`src/rtl/shift_seq_pkg.sv`:
```
// Shared types and defaults for the shift-chain sequencer.
package shift_seq_pkg;

   typedef enum logic [1:0] {
      IDLE  = 2'b00,
      FILL  = 2'b01,
      RUN   = 2'b10,
      DRAIN = 2'b11
   } state_t;

   localparam int DEF_DEPTH    = 3;
   localparam int DEF_PRESCALE = 4;

endpackage

```
`src/rtl/shift_chain_sequencer_tick_gen.sv`:
```
// Prescale counter: counts 0..PRESCALE-1 while enabled, asserts tick on the
// last count. clear returns the count to zero and wins over counting.
module tick_gen
   import shift_seq_pkg::*;
#(
   parameter int PRESCALE = DEF_PRESCALE,
   parameter int CNT_W    = $clog2(PRESCALE) + 1
) (
   input  logic clk,
   input  logic rst_n,
   input  logic clear,
   input  logic en,
   output logic tick
);

   logic [CNT_W-1:0] cnt;
   logic             at_end;

   assign at_end = (cnt == CNT_W'(PRESCALE - 1));
   assign tick   = en && at_end;

   // Prescale count, wrapping at PRESCALE-1.
   always_ff @(posedge clk) begin
      if (!rst_n) begin
         cnt <= '0;
      end else if (clear) begin
         cnt <= '0;
      end else if (en) begin
         cnt <= at_end ? '0 : cnt + CNT_W'(1);
      end
   end

endmodule

```
`src/rtl/shift_chain_sequencer.sv`:
```
// Fill/run/drain sequencer for a DEPTH-stage shift chain sampled on
// prescaled ticks. Build option: define TICK_BYPASS_EN to tick every cycle
// (no prescale counter; latencies become DEPTH cycles).
//
// state | meaning
// ------+-----------------------------------------------------------
// IDLE  | waiting for start; chain holds whatever drain left (zeros)
// FILL  | shifting real samples in; taps not yet all meaningful
// RUN   | chain full of real samples; valid high
// DRAIN | shifting zeros in; done pulses after DEPTH ticks
module shift_chain_sequencer
   import shift_seq_pkg::*;
#(
   parameter int DEPTH    = DEF_DEPTH,
   parameter int PRESCALE = DEF_PRESCALE,
   parameter int CNT_W    = $clog2((PRESCALE > DEPTH) ? PRESCALE : DEPTH) + 1
) (
   input  logic             clk,
   input  logic             rst_n,
   input  logic             start,
   input  logic             stop,
   input  logic             sig_in,
   output logic [DEPTH-1:0] taps,
   output logic             valid,
   output logic             busy,
   output logic             done
);

   localparam logic [1:0] S_IDLE  = 2'(IDLE);
   localparam logic [1:0] S_FILL  = 2'(FILL);
   localparam logic [1:0] S_RUN   = 2'(RUN);
   localparam logic [1:0] S_DRAIN = 2'(DRAIN);

   logic [1:0]       state;
   logic [CNT_W-1:0] stage;
   logic             tick;
   logic             shift_in;
   logic             stop_req;
   logic             last_stage;

   assign stop_req   = stop && ((state == S_FILL) || (state == S_RUN));
   assign shift_in   = (state == S_DRAIN) ? 1'b0 : sig_in;
   assign last_stage = (stage == CNT_W'(DEPTH - 1));

`ifdef TICK_BYPASS_EN
   assign tick = 1'b1;
`else
   // Counter restarts on entry to FILL and to DRAIN so both latencies are
   // exactly DEPTH*PRESCALE regardless of where the stop landed.
   tick_gen #(
      .PRESCALE (PRESCALE),
      .CNT_W    (CNT_W)
   ) u_tick_gen (
      .clk   (clk),
      .rst_n (rst_n),
      .clear (!busy || stop_req),
      .en    (busy),
      .tick  (tick)
   );
`endif

   // Sequencing FSM with stage counter and status flags.
   always_ff @(posedge clk) begin
      if (!rst_n) begin
         state <= S_IDLE;
         stage <= '0;
         valid <= 1'b0;
         busy  <= 1'b0;
         done  <= 1'b0;
      end else begin
         done <= 1'b0;
         case (state)
            S_IDLE: begin
               if (start) begin
                  state <= S_FILL;
                  stage <= '0;
                  busy  <= 1'b1;
               end
            end
            S_FILL: begin
               if (stop) begin
                  state <= S_DRAIN;
                  stage <= '0;
               end else if (tick) begin
                  if (last_stage) begin
                     state <= S_RUN;
                     stage <= '0;
                     valid <= 1'b1;
                  end else begin
                     stage <= stage + CNT_W'(1);
                  end
               end
            end
            S_RUN: begin
               if (stop) begin
                  state <= S_DRAIN;
                  stage <= '0;
                  valid <= 1'b0;
               end
            end
            S_DRAIN: begin
               if (tick) begin
                  if (last_stage) begin
                     state <= S_IDLE;
                     stage <= '0;
                     busy  <= 1'b0;
                     done  <= 1'b1;
                  end else begin
                     stage <= stage + CNT_W'(1);
                  end
               end
            end
            default: begin
               state <= S_IDLE;
               stage <= '0;
               valid <= 1'b0;
               busy  <= 1'b0;
            end
         endcase
      end
   end

   // Chain: cleared on start, shifts on every tick while busy.
   always_ff @(posedge clk) begin
      if (!rst_n) begin
         taps <= '0;
      end else if ((state == S_IDLE) && start) begin
         taps <= '0;
      end else if ((state != S_IDLE) && tick) begin
         taps <= {taps[DEPTH-2:0], shift_in};
      end
   end

endmodule

```
`config.mk`:
```
export PLATFORM = sky130hd
export DESIGN_NAME = shift_chain_sequencer
export DESIGN_NICKNAME = d
export VERILOG_FILES = /design/src/rtl/shift_seq_pkg.sv /design/src/rtl/shift_chain_sequencer_tick_gen.sv /design/src/rtl/shift_chain_sequencer.sv
export SDC_FILE = /design/constraint.sdc
export NUM_CORES = 1
export LEC_CHECK = 0
export ABC_AREA = 1
export ABC_CLOCK_PERIOD_IN_PS = 1450
export BUFFER_PORTS_ARGS = -buffer_cell sky130_fd_sc_hd__buf_4
export CAP_MARGIN = 25
export CORE_MARGIN = 3
export CORE_UTILIZATION = 50
export CTS_CLUSTER_SIZE = 8
export DETAILED_ROUTE_END_ITERATION = 16
export PLACE_DENSITY = 0.76
export SYNTH_ARGS = -nofsm -noshare
export SYNTH_HDL_FRONTEND = slang
export SYNTH_SLANG_ARGS = --single-unit
```
`constraint.sdc`:
```
create_clock -name clk -period 1.45 [get_ports clk]
set_input_delay 0.435 -clock clk [delete_from_list [all_inputs] [get_ports clk]]
set_output_delay 0.435 -clock clk [all_outputs]
set_load 0.02 [all_outputs]
```
======== Yosys cells after proc, flatten, opt, wreduce, memory -nomap -nowiden ========
Cells that the tools add are included.
cells by class
  $add $sub $neg .......................... 2
  equality and inequality tests ........... 14
  multiplexer cells ....................... 26
  bitwise gates (word level) .............. 1
  reductions and logical operators ........ 18
operator list
  operator             count
  $mux 3               6
  $mux 2               7
  $ne 2x2->1 const B   7
  $pmux 3 s4           1
  $mux 1               9
  $pmux 2 s4           1
  $add 3x1->3 const B  2
  $eq 3x2->1 const B   2
  $ne 3x3->1 const B   2
  $reduce_and 6->1     1
  $reduce_bool 2->1    3
  $reduce_and 5->1     1
  $eq 2x2->1 const B   2
  $logic_and 1x1->1    4
  $pmux 1 s2           2
  $reduce_and 4->1     1
  $reduce_or 2->1      2
  $reduce_and 3->1     1
  $eq 2x1->1 const B   1
  $logic_not 2->1      1
  $logic_or 1x1->1     2
  $reduce_and 2->1     1
  $logic_not 1->1      1
  $not 1->1            1
storage, ports and cells
  flip-flop bits (word level) ............. 14
  input bits .............................. 5
  output and inout port bits .............. 6
  logic and storage cells ................. 68

======== Longest topological paths before layout ========
Gate-level depths: netlist of run 1.
  word-level depth ........................ 5
  gate-level depth with buffers ........... 9
  depth with buffers taken out ............ 9

======== Hierarchy ========
Synthesis of run 1 repeated with hierarchy kept, for this count alone.
unflattened totals
  cell total of the unflattened synthesis .. 105
  area total of the unflattened synthesis .. 775.7 µm²
modules (own cells, without submodules)
  module                 instances  cells an instance  area an instance (µm²)  seq. area each (µm²)
  shift_chain_sequencer  1          84                 631.9                   220.2
  tick_gen               1          21                 143.9                   60.1

======== Worst setup path after synthesis of run 1 ========
OpenSTA, ideal clock, no wires.
  kind .................................... reg2reg
  from .................................... reg state[0]
  to ...................................... reg stage[2]
  setup time .............................. 122 ps
  arrival time ............................ 1196 ps
  required time ........................... 1329 ps
  setup slack ............................. 133 ps
  cell stages (with the launch flop) ...... 9
  path buffers ............................ 0
  path through ............................ dfxtp_1 inv_1 ha_1 nand2_1 nand2_1 inv_1 nand2_1 o21ai_0 a21oi_1
between the ends
  word-level cells in the longest chain between the ends .. 3
  elaborated cells on any way between the ends .. 8
RTL lines
  what                                                  RTL line                      source
  from (decl)                                           shift_chain_sequencer.sv:34   logic [1:0] state;
  from (signal assigned)                                shift_chain_sequencer.sv:65   state <= S_IDLE;
  from (signal assigned)                                shift_chain_sequencer.sv:75   state <= S_FILL;
  from (signal assigned)                                shift_chain_sequencer.sv:82   state <= S_DRAIN;
  $eq 2x2->1 / $logic_not 2->1 (equally long branches)  shift_chain_sequencer.sv:72   case (state)
  $ne 2x2->1 (no line)                                  n/a
  $reduce_and 2->1 (no line)                            n/a
  to (signal assigned)                                  shift_chain_sequencer.sv:90   stage <= stage + CNT_W'(1);
  to (signal assigned)                                  shift_chain_sequencer.sv:109  stage <= stage + CNT_W'(1);
  to (decl)                                             shift_chain_sequencer.sv:35   logic [CNT_W-1:0] stage;
Several ways; a longest one is shown, not always the timed one.
A chain may end at the register's enable or synchronous reset.

======== Worst setup path after layout of run 1 ========
  from .................................... reg state[0]
  to ...................................... reg state[0]
between the ends
  word-level cells in the longest chain between the ends .. 3
  elaborated cells on any way between the ends .. 12
RTL lines
  what                                                       RTL line
  $eq 2x1->1, or another cell as far along                   shift_chain_sequencer.sv:72
  $ne 3x3->1 (no line) / $ne 2x2->1 (equally long branches)  n/a
  $reduce_and 6->1 (no line)                                 n/a
Several ways; a longest one is shown, not always the timed one.

==> reports/metrics.yaml, run 1 <==
route:
  vias: 680
  drc: 0
  dr.first_iter.drc_count: 12
  avgViaCountPerCell: 5.313
  firstDrtPassIters: 4
  wl_per_cell_microns: 11.99
  wl_microns: 1535
  ant_nets: 0
timing:
  rsz0062_at_grt: "true"
  fmax_ghz: 0.7430
  drv_slew: 0
  finalHoldViolations: 0
  fin_crit_sh_pct: 92.82
  worst_pin_slew_ns: 0.2551
  skew_ns: 0.005845
  post-route-min-period_ns: 1.346
  relSlewSlack_pct: 82.93
  setup_viol: 0
  setup_tns_ns: 0
logic_synthesis:
  synthArstFlopShare_pct: 0
  yosysTopAreaCell: "dfxtp_1"
  synth_nets: 109
  synth_top_family_by_area: "simple AND/OR/NAND/NOR gates"
  yosys.cell_types.count: 19
  post-synth-top-count-cell: "nand2_1"
  synthFlopType: "dfxtp_1"
  syn_avg_cell_area_sq_um: 7.418
  synth_edf_count: 0
  synthMuxAreaShare_pct: 0
  synthAdderAreaFrac_pct: 10.33
  synthTopCellsByArea: "dfxtp_1 39%, nand2_1 12%, ha_1 10%"
  ys_ff_latch: 14
  synth_warnings: 0
  synthXorXnorAreaFrac_pct: 0
  synth_top_area_share_pct: 38.55
  synth-compound-area-share_pct: 11.70
  synth_cells: 98
  yosysSeqAreaShare_pct: 38.55
  yosys.area_share.simple_pct: 31.15
  synthTopCellsByCount: "23 x nand2_1, 15 x inv_1, 14 x dfxtp_1, 8 x a21oi_1, 7 x nor2_1"
  syn_area_sq_um: 726.9
floorplanning:
  die-area_sq_um: 1947
  die_h_microns: 44.13
  ios: 11
  die_x_microns: 44.13
  core_area_sq_um: 1334
  rows: 13
  initial_core_util_pct: 54.50
clock_tree:
  clock-sinks: 14
  htree_levels: 1
  clock_latency_ns: 0.29
  cts-root-buf: "clkbuf_4"
  post_cts.repair.setup_buffers: 0
  cts_made_buffers: 3
  cts_tree: "yes"
  cts_hold_buf: 0
  ctsLongestPathBuffers: 2
  cts_resized: 0
  clk_pin_slew_ns: 0.08
critical_path:
  crit_path_end_kind: "flip-flop"
  r2r_end: "state[0]"
  cp.arrival_ns: 1.56
  crit_start: "state[0]"
  r2r_cells: 9
  crit_required_ns: 1.67
  crit-reg2reg-launch: "state[0]"
  reg2reg_slack_ns: 0.10
  path_class: "flip-flop to flip-flop"
  cp_max_fo: 5
  startpoint_type: "flip-flop"
place:
  port_buffers: 10
  dp_hpwl_microns: 1156
  placed_cells: 124
  place_congestion: 0.8072
final_layout:
  drive_gt1_share_pct: 27.43
  area_growth_pct: 22.20
  final_nets: 125
  n_antenna_cell: 0
  fin_cells: 128
run:
  drv_cap: 0
grt:
  antenna_found_initial: 0
  grt_first_pass_wirelength_microns: 2670
  overflow: 0
  grt_usage_pct: 18.52
  first_global_vias: 663
  grt_start_max_net_pins: 9
min_path:
  hold_start: "sig_in"
  holdCritPathClass: "primary input to flip-flop"
  whs_endpoint: "taps[0]"
  min_path_cells: 3
power:
  power.density_nw_per_um2: 1456
  vdd_ir_drop_max_v: 0.0008296
  p_leak_nw: 0.3588
run_status:
  run_status: "finished, final reports clean"
## layout by cell type, fill, tap and decap left out, types with 2 or more instances in the layout
cell and n:
clkbuf_4 3, nand3_1 6, nor3_1 2, nor2_1 6, nor2_2 2, a211oi_1 2, a21oi_2 2, buf_4 12
ha_1 4, dfxtp_1 12, nand2_1 22, ha_2 2, inv_1 14, nand4_1 2, nand2_2 4, a31oi_1 2
a21oi_1 6, dfxtp_2 2
## metal layers
layer / share of wire [%] / global-route usage (%) / vias up
met4: 2.0 / 10.84 / 0
met2: 49 / 29.65 / 6
li1: - / - / 348
met1: 46 / 21.89 / 321
met5: 0 / 0 / -
met3: 2.9 / 5.285 / 5
## sequential cells by signal, summed over array words and instances (netlist names)
register,count
taps,3
valid,1
stage,3
u_tick_gen.cnt,3
done,1
state,2
busy,1
## power by group
group,leakage (nW),switching (mW),internal [mW]
clock network,0.0210,0.132,0.153
logic,0.224,0.335,0.208
registers,0.114,0.0351,0.430
## metrics by stage
stage	util, %	cell area [sq um]	hold slack, ns	power (mW)	setup slack [ns]
6_report	66.60	888.4	0.4273	1.293	0.1041
5_1_grt	66.60	888.4	0.4275	1.395	-0.01073
4_1_cts	65.10	868.3	0.4240	1.239	0.02662
3_5_place_dp	62.38	832.0	0.4411	0.9549	0.09010
3_3_place_gp	62.38	832.0	0.4205	0.9387	0.1495
2_1_floorplan	-	726.9	0.4065	0.8124	0.1327
## area by class of cell
class	instances	area, sq um
clock buffer	4	36.28
fill	129	445.4
inverter	15	56.30
multi-input combinational	68	404.1
sequential	14	282.8
tap	15	18.77
timing repair buffer	12	90.09
## how the worst max path moves through the flow
stage / endpoint / slack (ns) / depth (start not counted)
2_1_floorplan: stage[2] / 0.13 / 8
3_3_place_gp: state[1] / 0.15 / 9
3_5_place_dp: state[0] / 0.09 / 9
4_1_cts: busy / 0.03 / 1
5_1_grt: stage[1] / -0.01 / 9
6_report: state[0] / 0.10 / 9
## kinds of logic after synthesis
family                   Yosys count
AO/OA/AOI/OAI                     15
AND/OR/NAND/NOR                   47
flip-flops                        14
adder cells (fa/ha/maj)            6
buffers and inverters             16
## critical path, cell delays in order (launching register included)
cell and delay (ns):
dfxtp_2 0.33, buf_4 0.14, ha_2 0.19, inv_1 0.07, nor2_2 0.04, nor2_1 0.14
nand2_2 0.12, nand2_2 0.10, nand2_1 0.06, a21oi_2 0.11
No activity file was read; power rests on OpenSTA's default activity.
==> inputs of run 2 (changes only) <==
- CORE_MARGIN: 3 -> not set
==> run 2 against run 1 <==
Die area is 17% lower. Clock skew is 0.0047 ns lower. Register-to-register slack hardly changed. Worst setup slack worse by 0.076 ns. Sequential power hardly changed. Combinational power is 3.9% lower. Sequential share of layout area is 0.13 points higher. Highest routed layer unchanged.
==> reports/metrics.yaml, run 2 (same netlist as run 1, synthesis figures left out) <==
run_status:
  run_status: "finished, final reports clean"
grt:
  first_global_vias: 505  # -24%
  grt_first_pass_wirelength_microns: 2070  # -22%
  overflow: 0  # unchanged
  grt_start_max_net_pins: 9  # unchanged
  grt_usage_pct: 19.68  # +1.2 points
  antenna_found_initial: 0  # unchanged
clock_tree:
  cts_hold_buf: 0  # unchanged
  cts_tree: "yes"
  post_cts.repair.setup_buffers: 0  # unchanged
  ctsLongestPathBuffers: 2  # unchanged
  cts_made_buffers: 3  # unchanged
  cts-root-buf: "clkbuf_4"
  cts_resized: 0  # unchanged
  clk_pin_slew_ns: 0.09  # about the same
  clock_latency_ns: 0.28  # about the same
  htree_levels: 1  # unchanged
  clock-sinks: 14  # unchanged
critical_path:
  cp.arrival_ns: 0.99  # -0.57 ns
  cp_max_fo: 7  # +2
  path_class: "flip-flop to output pin"
  crit_required_ns: 1.02  # -0.65 ns
  cp_slowest_cell: "dfxtp_1"
  crit_buf_inv: 1  # -1
  crit_path_cell_trace: "buf_4"
  startpoint_type: "flip-flop"
  crit_path_end_kind: "output pin"
  crit_family: "flip-flops"
  cpPeakStageDelay_ns: 0.50  # +0.17 ns
route:
  firstDrtPassIters: 4  # unchanged
  wl_per_cell_microns: 11.23  # -6.4%
  avgViaCountPerCell: 5.133  # -3.4%
  ant_nets: 0  # unchanged
  vias: 657  # -3.4%
  dr.first_iter.drc_count: 16  # +4
  drc: 0  # unchanged
  wl_microns: 1437  # -6.4%
timing:
  holdWs_ns: 0.4332  # +0.005869 ns
  relSlewSlack_pct: 80.42  # -2.5 points
  fmax_ghz: 0.7033  # -5.3%
  post-route-min-period_ns: 1.422  # +0.07595 ns
  worst_pin_slew_ns: 0.2933  # +0.03819 ns
  setup_viol: 0  # unchanged
  setup_slack_ns: 0.02816  # -0.07595 ns
  rsz0062_at_grt: "false"
  fin_crit_sh_pct: 98.06  # +5.2 points
  finalHoldViolations: 0  # unchanged
  setup_tns_ns: 0  # unchanged
  skew_ns: 0.001114  # -0.004731 ns
  drv_slew: 0  # unchanged
min_path:
  holdCritPathClass: "primary input to flip-flop"
place:
  place_ws_ns: 0.07163  # -0.01848 ns
  dpl_cell_area_sq_um: 832.0  # unchanged
  placed_cells: 124  # unchanged
  place_congestion: 0.8440  # +4.6%
  dp_hpwl_microns: 1083  # -6.4%
  port_buffers: 10  # unchanged
floorplanning:
  initial_core_util_pct: 54.50  # unchanged
  ios: 11  # unchanged
  die_x_microns: 40.13  # -9.1%
  core_area_sq_um: 1334  # unchanged
  die-area_sq_um: 1610  # -17%
  die_h_microns: 40.13  # -9.1%
  rows: 13  # unchanged
final_layout:
  n_antenna_cell: 0  # unchanged
  multi_input_area_sq_um: 397.9  # -1.5%
  fill_cells: 116  # -10%
  area_growth_pct: 21.17
  final_cell_area_sq_um: 880.8  # -0.85%
  final-seq-area_sq_um: 281.5  # -0.44%
  reg_top3: "stage: 3 flops, taps: 3 flops, u_tick_gen.cnt: 3 flops"
  fin_cells: 128  # unchanged
  layout_commonest_cell: "nand2_1"
  final_nets: 125  # unchanged
  mostFrequentLayoutCells: "22 x nand2_1, 14 x inv_1, 13 x dfxtp_1, 12 x buf_4"
  drive_gt1_share_pct: 23.89  # -3.5 points
power:
  vdd_ir_drop_max_v: 0.001015  # +22%
  power.density_nw_per_um2: 1438  # -1.2%
  p_leak_nw: 0.3603  # +0.41%
run:
  drv_cap: 0  # unchanged
## run 2: metrics by stage
stage	util [%]	total power, mW
3_3_place_gp	62.38	0.9382
2_1_floorplan	-	0.8124
3_5_place_dp	62.38	0.9523
6_report	66.04	1.267
5_1_grt	66.04	1.346
4_1_cts	65.10	1.233
## run 2: final timing paths
check                     from           endpoint  slack (ns)  depth (start not counted)
max                       busy               busy        0.03                          1
min                      rst_n               busy        0.43                          3
max reg2reg           state[0]           state[1]        0.10                          9
min reg2reg  u_tick_gen.cnt[0]  u_tick_gen.cnt[0]        0.44                          1
## run 2: power by group
| group | switching, mW | leakage (nW) | internal (mW) | total, mW |
|---|---|---|---|---|
| Clock | 0.129 | 0.0210 | 0.153 | 0.281 |
| Sequential | 0.0354 | 0.114 | 0.428 | 0.464 |
| Combinational | 0.323 | 0.225 | 0.198 | 0.522 |
| Total | 0.487 | 0.360 | 0.779 | 1.27 |
## run 2: final cells by class
class | instances | share of cell area [%]
clock buffers | 4 | 4.119
inverters | 15 | 6.392
multi-input cells | 68 | 45.17
flip-flops and latches | 14 | 31.96
well taps | 15 | 2.131
repair buffers | 12 | 10.23
## run 2: metal layers
layer  share of wire, %  vias to the layer above  global-route usage, %
li1                   -                      348                      -
met1                 50                      292                  25.34
met2                 45                       13                  31.05
met3                2.9                        4                  3.333
met4                1.9                        0                  10.34
met5                  0                        -                      0
